$ cat config.mk
export PLATFORM = sky130hd
export DESIGN_NAME = striping_scheduler_flat
export DESIGN_NICKNAME = d
export VERILOG_FILES = /design/src/rtl/striping_pkg.sv /design/src/rtl/striping_scheduler_if.sv /design/src/rtl/lane_out_reg.sv /design/src/rtl/striping_scheduler.sv /design/src/flat_wrapper.sv
export SDC_FILE = /design/constraint.sdc
export NUM_CORES = 1
export LEC_CHECK = 0
export CAP_MARGIN = 20
export CORE_MARGIN = 4
export CORE_UTILIZATION = 45
export DETAILED_ROUTE_END_ITERATION = 10
export PLACE_DENSITY_LB_ADDON = 0.15
export SYNTH_ARGS = -nofsm -noshare
export SYNTH_HDL_FRONTEND = slang
export SYNTH_SLANG_ARGS = --single-unit
export TNS_END_PERCENT = 5
$ cat constraint.sdc
create_clock -name clk_f -period 5.7 [get_ports clk_f]
set_input_delay 1.71 -clock clk_f [delete_from_list [all_inputs] [get_ports clk_f]]
set_output_delay 1.71 -clock clk_f [all_outputs]
set_load 0.01 [all_outputs]
$ cat src/rtl/striping_pkg.sv
// Shared types and constants for the two-lane striping scheduler.
package striping_pkg;

  localparam int unsigned DataWDefault = 32;

  typedef enum logic [1:0] {
    Idle  = 2'd0,
    Lane0 = 2'd1,
    Lane1 = 2'd2
  } state_e;

endpackage

$ cat src/rtl/striping_scheduler_if.sv
// Upstream/downstream handshake bundle between a producer and the striping scheduler.
interface striping_scheduler_if
  import striping_pkg::*;
#(
  parameter int unsigned DATA_W = DataWDefault,
  parameter int unsigned CNT_W  = 16
);

  logic              enable;
  logic [DATA_W-1:0] data_in;
  logic              valid_in;
  logic              ready_out;
  logic              ready_in_0;
  logic              ready_in_1;
  logic [DATA_W-1:0] data_out0;
  logic [DATA_W-1:0] data_out1;
  logic              valid_out_0;
  logic              valid_out_1;
  logic              selector;
  logic [CNT_W-1:0]  words_0;
  logic [CNT_W-1:0]  words_1;

  modport slave (
    input  enable, data_in, valid_in, ready_in_0, ready_in_1,
    output ready_out, data_out0, data_out1, valid_out_0, valid_out_1, selector, words_0, words_1
  );

  modport master (
    output enable, data_in, valid_in, ready_in_0, ready_in_1,
    input  ready_out, data_out0, data_out1, valid_out_0, valid_out_1, selector, words_0, words_1
  );

endinterface

$ cat src/rtl/lane_out_reg.sv
// One downstream lane: single-entry output register with hold/refill and a delivered-word counter.
module lane_out_reg #(
  parameter int unsigned DATA_W = 32,
  parameter int unsigned CNT_W  = 16
) (
  input  logic              clk_f,
  input  logic              reset,
  input  logic              load,
  input  logic [DATA_W-1:0] load_data,
  input  logic              ready_in,
  output logic [DATA_W-1:0] data_out,
  output logic              valid_out,
  output logic [CNT_W-1:0]  words,
  output logic              can_load
);

  logic [DATA_W-1:0] data_q, data_d;
  logic              valid_q, valid_d;
  logic [CNT_W-1:0]  words_q, words_d;
  logic              deliver;

  always_comb begin
    deliver  = valid_q && ready_in;
    // A full register that is draining this cycle can take a new word with no bubble.
    can_load = !valid_q || ready_in;
    data_d   = data_q;
    valid_d  = valid_q;
    words_d  = words_q;
    if (load) begin
      data_d  = load_data;
      valid_d = 1'b1;
    end else if (deliver) begin
      valid_d = 1'b0;
    end
    if (deliver) begin
      words_d = words_q + 1'b1;
    end
  end

  always_ff @(posedge clk_f) begin
    if (reset) begin
      data_q  <= '0;
      valid_q <= 1'b0;
      words_q <= '0;
    end else begin
      data_q  <= data_d;
      valid_q <= valid_d;
      words_q <= words_d;
    end
  end

  assign data_out  = data_q;
  assign valid_out = valid_q;
  assign words     = words_q;

endmodule

$ cat src/rtl/striping_scheduler.sv
// Distributes an upstream word stream over two output lanes in bursts of BURST words.
module striping_scheduler
  import striping_pkg::*;
#(
  parameter int unsigned DATA_W = DataWDefault,
  parameter int unsigned BURST  = 1,
  parameter int unsigned CNT_W  = 16
) (
  input logic                 clk_f,
  input logic                 reset,
  striping_scheduler_if.slave bus
);

  localparam logic [7:0] BurstLast = 8'(BURST - 1);

  state_e     state_q, state_d;
  logic [7:0] burst_q, burst_d;
  logic       accept;
  logic       can_load_0, can_load_1;
  logic       load_0, load_1;

  always_comb begin
    bus.ready_out = !reset && (((state_q == Lane0) && can_load_0) ||
                               ((state_q == Lane1) && can_load_1));
    accept = bus.valid_in && bus.ready_out;
    load_0 = accept && (state_q == Lane0);
    load_1 = accept && (state_q == Lane1);
  end

  always_comb begin
    state_d = state_q;
    burst_d = burst_q;
    unique case (state_q)
      Idle: begin
        burst_d = '0;
        if (bus.enable) begin
          state_d = Lane0;
        end
      end
      Lane0, Lane1: begin
        // Disable wins over any accept happening in the same cycle.
        if (!bus.enable) begin
          state_d = Idle;
          burst_d = '0;
        end else if (accept) begin
          if (burst_q == BurstLast) begin
            state_d = (state_q == Lane0) ? Lane1 : Lane0;
            burst_d = '0;
          end else begin
            burst_d = burst_q + 8'd1;
          end
        end
      end
      default: begin
        state_d = Idle;
        burst_d = '0;
      end
    endcase
  end

  always_ff @(posedge clk_f) begin
    if (reset) begin
      state_q <= Idle;
      burst_q <= '0;
    end else begin
      state_q <= state_d;
      burst_q <= burst_d;
    end
  end

  assign bus.selector = (state_q == Lane1);

  lane_out_reg #(
    .DATA_W (DATA_W),
    .CNT_W  (CNT_W)
  ) u_lane_0 (
    .clk_f     (clk_f),
    .reset     (reset),
    .load      (load_0),
    .load_data (bus.data_in),
    .ready_in  (bus.ready_in_0),
    .data_out  (bus.data_out0),
    .valid_out (bus.valid_out_0),
    .words     (bus.words_0),
    .can_load  (can_load_0)
  );

  lane_out_reg #(
    .DATA_W (DATA_W),
    .CNT_W  (CNT_W)
  ) u_lane_1 (
    .clk_f     (clk_f),
    .reset     (reset),
    .load      (load_1),
    .load_data (bus.data_in),
    .ready_in  (bus.ready_in_1),
    .data_out  (bus.data_out1),
    .valid_out (bus.valid_out_1),
    .words     (bus.words_1),
    .can_load  (can_load_1)
  );

endmodule

$ cat src/flat_wrapper.sv
// flat-port wrapper written by rule: the top's interface ports become plain ports
module striping_scheduler_flat import striping_pkg::*;
#(
  parameter int unsigned DATA_W = DataWDefault,
  parameter int unsigned BURST  = 1,
  parameter int unsigned CNT_W  = 16
)
  (clk_f, reset, bus_enable, bus_data_in, bus_valid_in, bus_ready_in_0, bus_ready_in_1, bus_ready_out, bus_data_out0, bus_data_out1, bus_valid_out_0, bus_valid_out_1, bus_selector, bus_words_0, bus_words_1);
  striping_scheduler_if #(.DATA_W(DATA_W), .CNT_W(CNT_W)) bus_i ();
  input logic clk_f;
  input logic reset;
  input wire logic [$bits(bus_i.enable)-1:0] bus_enable;
  input wire logic [$bits(bus_i.data_in)-1:0] bus_data_in;
  input wire logic [$bits(bus_i.valid_in)-1:0] bus_valid_in;
  input wire logic [$bits(bus_i.ready_in_0)-1:0] bus_ready_in_0;
  input wire logic [$bits(bus_i.ready_in_1)-1:0] bus_ready_in_1;
  output wire logic [$bits(bus_i.ready_out)-1:0] bus_ready_out;
  output wire logic [$bits(bus_i.data_out0)-1:0] bus_data_out0;
  output wire logic [$bits(bus_i.data_out1)-1:0] bus_data_out1;
  output wire logic [$bits(bus_i.valid_out_0)-1:0] bus_valid_out_0;
  output wire logic [$bits(bus_i.valid_out_1)-1:0] bus_valid_out_1;
  output wire logic [$bits(bus_i.selector)-1:0] bus_selector;
  output wire logic [$bits(bus_i.words_0)-1:0] bus_words_0;
  output wire logic [$bits(bus_i.words_1)-1:0] bus_words_1;
  assign bus_i.enable = bus_enable;
  assign bus_i.data_in = bus_data_in;
  assign bus_i.valid_in = bus_valid_in;
  assign bus_i.ready_in_0 = bus_ready_in_0;
  assign bus_i.ready_in_1 = bus_ready_in_1;
  assign bus_ready_out = bus_i.ready_out;
  assign bus_data_out0 = bus_i.data_out0;
  assign bus_data_out1 = bus_i.data_out1;
  assign bus_valid_out_0 = bus_i.valid_out_0;
  assign bus_valid_out_1 = bus_i.valid_out_1;
  assign bus_selector = bus_i.selector;
  assign bus_words_0 = bus_i.words_0;
  assign bus_words_1 = bus_i.words_1;
  striping_scheduler #(.DATA_W(DATA_W), .BURST(BURST), .CNT_W(CNT_W)) u_core (.clk_f(clk_f), .reset(reset), .bus(bus_i));
endmodule
==> impl_metrics.env <==
export IMPL_route_detailed_drc=0
export IMPL_slew_headroom_pct=30.60
export IMPL_syn_cell_area_sq_um=4577
export IMPL_cpPeakStageDelay_ns=0.60
export IMPL_endpoint_kind="output port"
export IMPL_dieArea_sq_um=11850
export IMPL_root_buffer="clkbuf_8"
export IMPL_vias=4477
export IMPL_powerDensity_nw_per_um2=265.0
export IMPL_rsz0062_at_grt="no"
export IMPL_grt_total_usage_pct=21.10
export IMPL_clk_pin_slew_worst_paths_ns=0.10
export IMPL_dp_hpwl_um=8467
export IMPL_final_setup_tns_ns=0
export IMPL_cts_resized=0
export IMPL_crit_path_max_fanout=7
export IMPL_hold_ws_ns=0.4812
export IMPL_cap_viol_max_count=0
export IMPL_final_util_pct=62.77
export IMPL_syn_nets=601
export IMPL_cts_hold_buf=0
export IMPL_power_mw=1.633
export IMPL_ys_seq_area_share_pct=47.24
export IMPL_drt_initial_drc_count=296
export IMPL_vdd_drop_max_uv=134.4
export IMPL_drv_slew=0
export IMPL_fmax_ghz=0.2025
export IMPL_grt_max_degree=91
export IMPL_setup_viol=0
export IMPL_clockBufferDepth=2
export IMPL_nFillCells=894
export IMPL_die_height_um=108.9
export IMPL_nets=713
export IMPL_tightest_slew_ns=1.039
export IMPL_status="finished, final reports clean"
export IMPL_start_util_pct=46.61
export IMPL_crit_chain="clkdlybuf4s50_1 > nor2b_1 > o22a_2 > inv_2 > clkdlybuf4s50_1"
export IMPL_critPathRequiredTime_ns=3.99
export IMPL_async_reset_ff_share_pct=0
export IMPL_diodes=0
export IMPL_coreArea_sq_um=9819
export IMPL_firstDrtPassIters=4
export IMPL_clkLatencyLatePin_ns=0.37
export IMPL_cp_common_cell="clkdlybuf4s50_1"
export IMPL_antenna_found_initial=0
export IMPL_fin_area_sq_um=6163
export IMPL_cts_tree="yes"
export IMPL_avgSynthCellArea_sq_um=8.247
export IMPL_wl_per_cell_um=15.73
export IMPL_finalWorstSetupSlack_ns=0.7611
export IMPL_grt_pass1_wl_um=20180
export IMPL_hold_viol=0
export IMPL_crit_arrival_ns=3.23
export IMPL_clkSinkCount=108
export IMPL_synth_main_ff_cell="dfxtp_1"
export IMPL_fin_cells=804
export IMPL_rows=36
export IMPL_critPathKind="in -> out"
export IMPL_viasPerCell=5.568
export IMPL_grt_pass1_vias=4202
export IMPL_place_area_sq_um=5981
export IMPL_synth_seq_cells=108
export IMPL_syn_to_final_growth_pct=34.66
export IMPL_place_port_buffers=137
export IMPL_cts_buffers=9
export IMPL_die_w_um=108.9
export IMPL_yosysWarnings=0
export IMPL_cp_slowest_cell="clkdlybuf4s50_1"
export IMPL_p_leak_nw=1.950
export IMPL_globalplace_congestion=0.8470
export IMPL_skew_ns=0.01656
export IMPL_place_ws_ns=0.7703
export IMPL_worstSetupStartpointType="input pin"
export IMPL_finalWirelength_um=12650
export IMPL_dp_cells=789
export IMPL_synth_edf_count=0
export IMPL_drive_gt1_share_pct=5.067
export IMPL_syn_inst=555
export IMPL_finalCriticalPeriod_ns=4.939
export IMPL_cts_setup_buffers=0
export IMPL_timing_final_crit_share_pct=86.65
export IMPL_synth_cell_type_count=37
export IMPL_antenna_left=0
export IMPL_hp_class="reg -> reg"
export IMPL_io_pins=138
export IMPL_cts_max_level=3
export IMPL_overflow=0
==> worst paths after layout <==
kind | start | slack (ns) | endpoint | cells after the start
worst min-delay path | u_core.u_lane_0.data_out[1] | 0.48 | u_core.u_lane_0.data_out[1] | 2
worst max-delay path | bus_ready_in_0 | 0.76 | bus_ready_out | 5
worst min register to register | u_core.u_lane_0.data_out[1] | 0.48 | u_core.u_lane_0.data_out[1] | 2
worst max register to register | u_core.state_q[1] | 3.47 | u_core.burst_q[4] | 6
==> power breakdown <==
group / switching, mW / leakage, nW / internal (mW) / total [mW]
Clock: 0.265 / 0.0909 / 0.175 / 0.440
Sequential: 0.0157 / 0.870 / 0.773 / 0.789
Combinational: 0.284 / 0.989 / 0.121 / 0.405
==> state kept, by name, summed over array words and instances, names as in the netlist <==
| name | flops |
|---|---|
| u_core.u_lane_1.words | 16 |
| u_core.u_lane_0.data_out | 32 |
| u_core.u_lane_1.data_out | 32 |
| u_core.burst_q | 8 |
| u_core.u_lane_0.words | 16 |
| u_core.u_lane_1.valid_out | 1 |
| u_core.u_lane_0.valid_out | 1 |
| u_core.state_q | 2 |
==> Yosys cell counts (all sizes together), types with 2 or more instances <==
master / number / area, sq um
ha: 8 / 100.1
inv: 14 / 52.55
nor3: 8 / 40.04
xor2: 5 / 43.79
nand2b: 5 / 31.28
and2b: 2 / 15.01
nand2: 20 / 75.07
nand3: 81 / 405.4
or3: 5 / 31.28
o21ai: 75 / 375.4
xnor2: 14 / 122.6
or4: 4 / 30.03
dfxtp: 108 / 2162
nor2: 35 / 131.4
nand4: 11 / 68.82
mux2: 8 / 90.09
a21oi: 82 / 410.4
o311a: 2 / 20.02
buf: 8 / 48.79
and4: 2 / 17.52
nor2b: 6 / 37.54
o31ai: 4 / 30.03
nor4: 5 / 37.53
clkbuf: 33 / 123.9
==> critical path, delay by kind of cell <==
kind / cells / cell delay, ns
buffers and inverters: 3 / 1.20
AOI/OAI and AO/OA: 1 / 0.24
and+or+nand+nor: 1 / 0.08
==> area by class of cell <==
type | count | area, sq um | area share (%)
multi-input cells | 391 | 2190 | 35.53
repair buffers | 142 | 1406 | 22.82
clock inverters | 5 | 45.04 | 0.7308
inverters | 15 | 56.30 | 0.9135
clock buffers | 10 | 137.6 | 2.233
well taps | 133 | 166.4 | 2.700
flip-flops and latches | 108 | 2162 | 35.08
==> routing by layer <==
layer / GRT usage [%] / part of all wire [%] / vias to the layer above
li1: - / - / 2187
met1: 26.22 / 42 / 2121
met2: 35.04 / 49 / 150
met3: 7.105 / 7.4 / 19
met4: 5.771 / 1.7 / 0
met5: 0 / 0 / -
==> placed cells by master, fill, tap and decap left out, types with 2 or more instances in the layout <==
master | synthesis | final
dfxtp_1 | 108 | 108
nand3_1 | 81 | 81
o21ai_0 | 75 | 75
xnor2_1 | 14 | 14
clkbuf_8 | 0 | 10
clkdlybuf4s50_1 | 0 | 136
and2b_1 | 2 | 2
mux2_2 | 8 | 8
a21oi_1 | 82 | 82
o31ai_1 | 4 | 4
nand4_1 | 11 | 11
nor3_1 | 8 | 8
nor2b_1 | 6 | 6
ha_1 | 8 | 8
xor2_1 | 5 | 5
nor2_1 | 35 | 34
or4_1 | 4 | 4
buf_4 | 0 | 6
nand2_1 | 20 | 20
nor4_1 | 4 | 4
o311a_1 | 2 | 2
inv_1 | 14 | 14
nand2b_1 | 5 | 5
and4_1 | 2 | 2
clkinv_4 | 0 | 2
or3_1 | 5 | 5
==> kinds of logic (layout without fill, tap and decap cells) <==
logic type	Yosys count	after routing	share of synthesized area (%)
mux	8	8	1.968
buf+inv	56	172	5.003
fa+ha+maj	8	8	2.187
flops	108	108	47.24
xor+xnor	19	19	3.636
compound gates	168	168	19.19
simple gates	188	188	20.78
(Power assumes the default switching activity.)
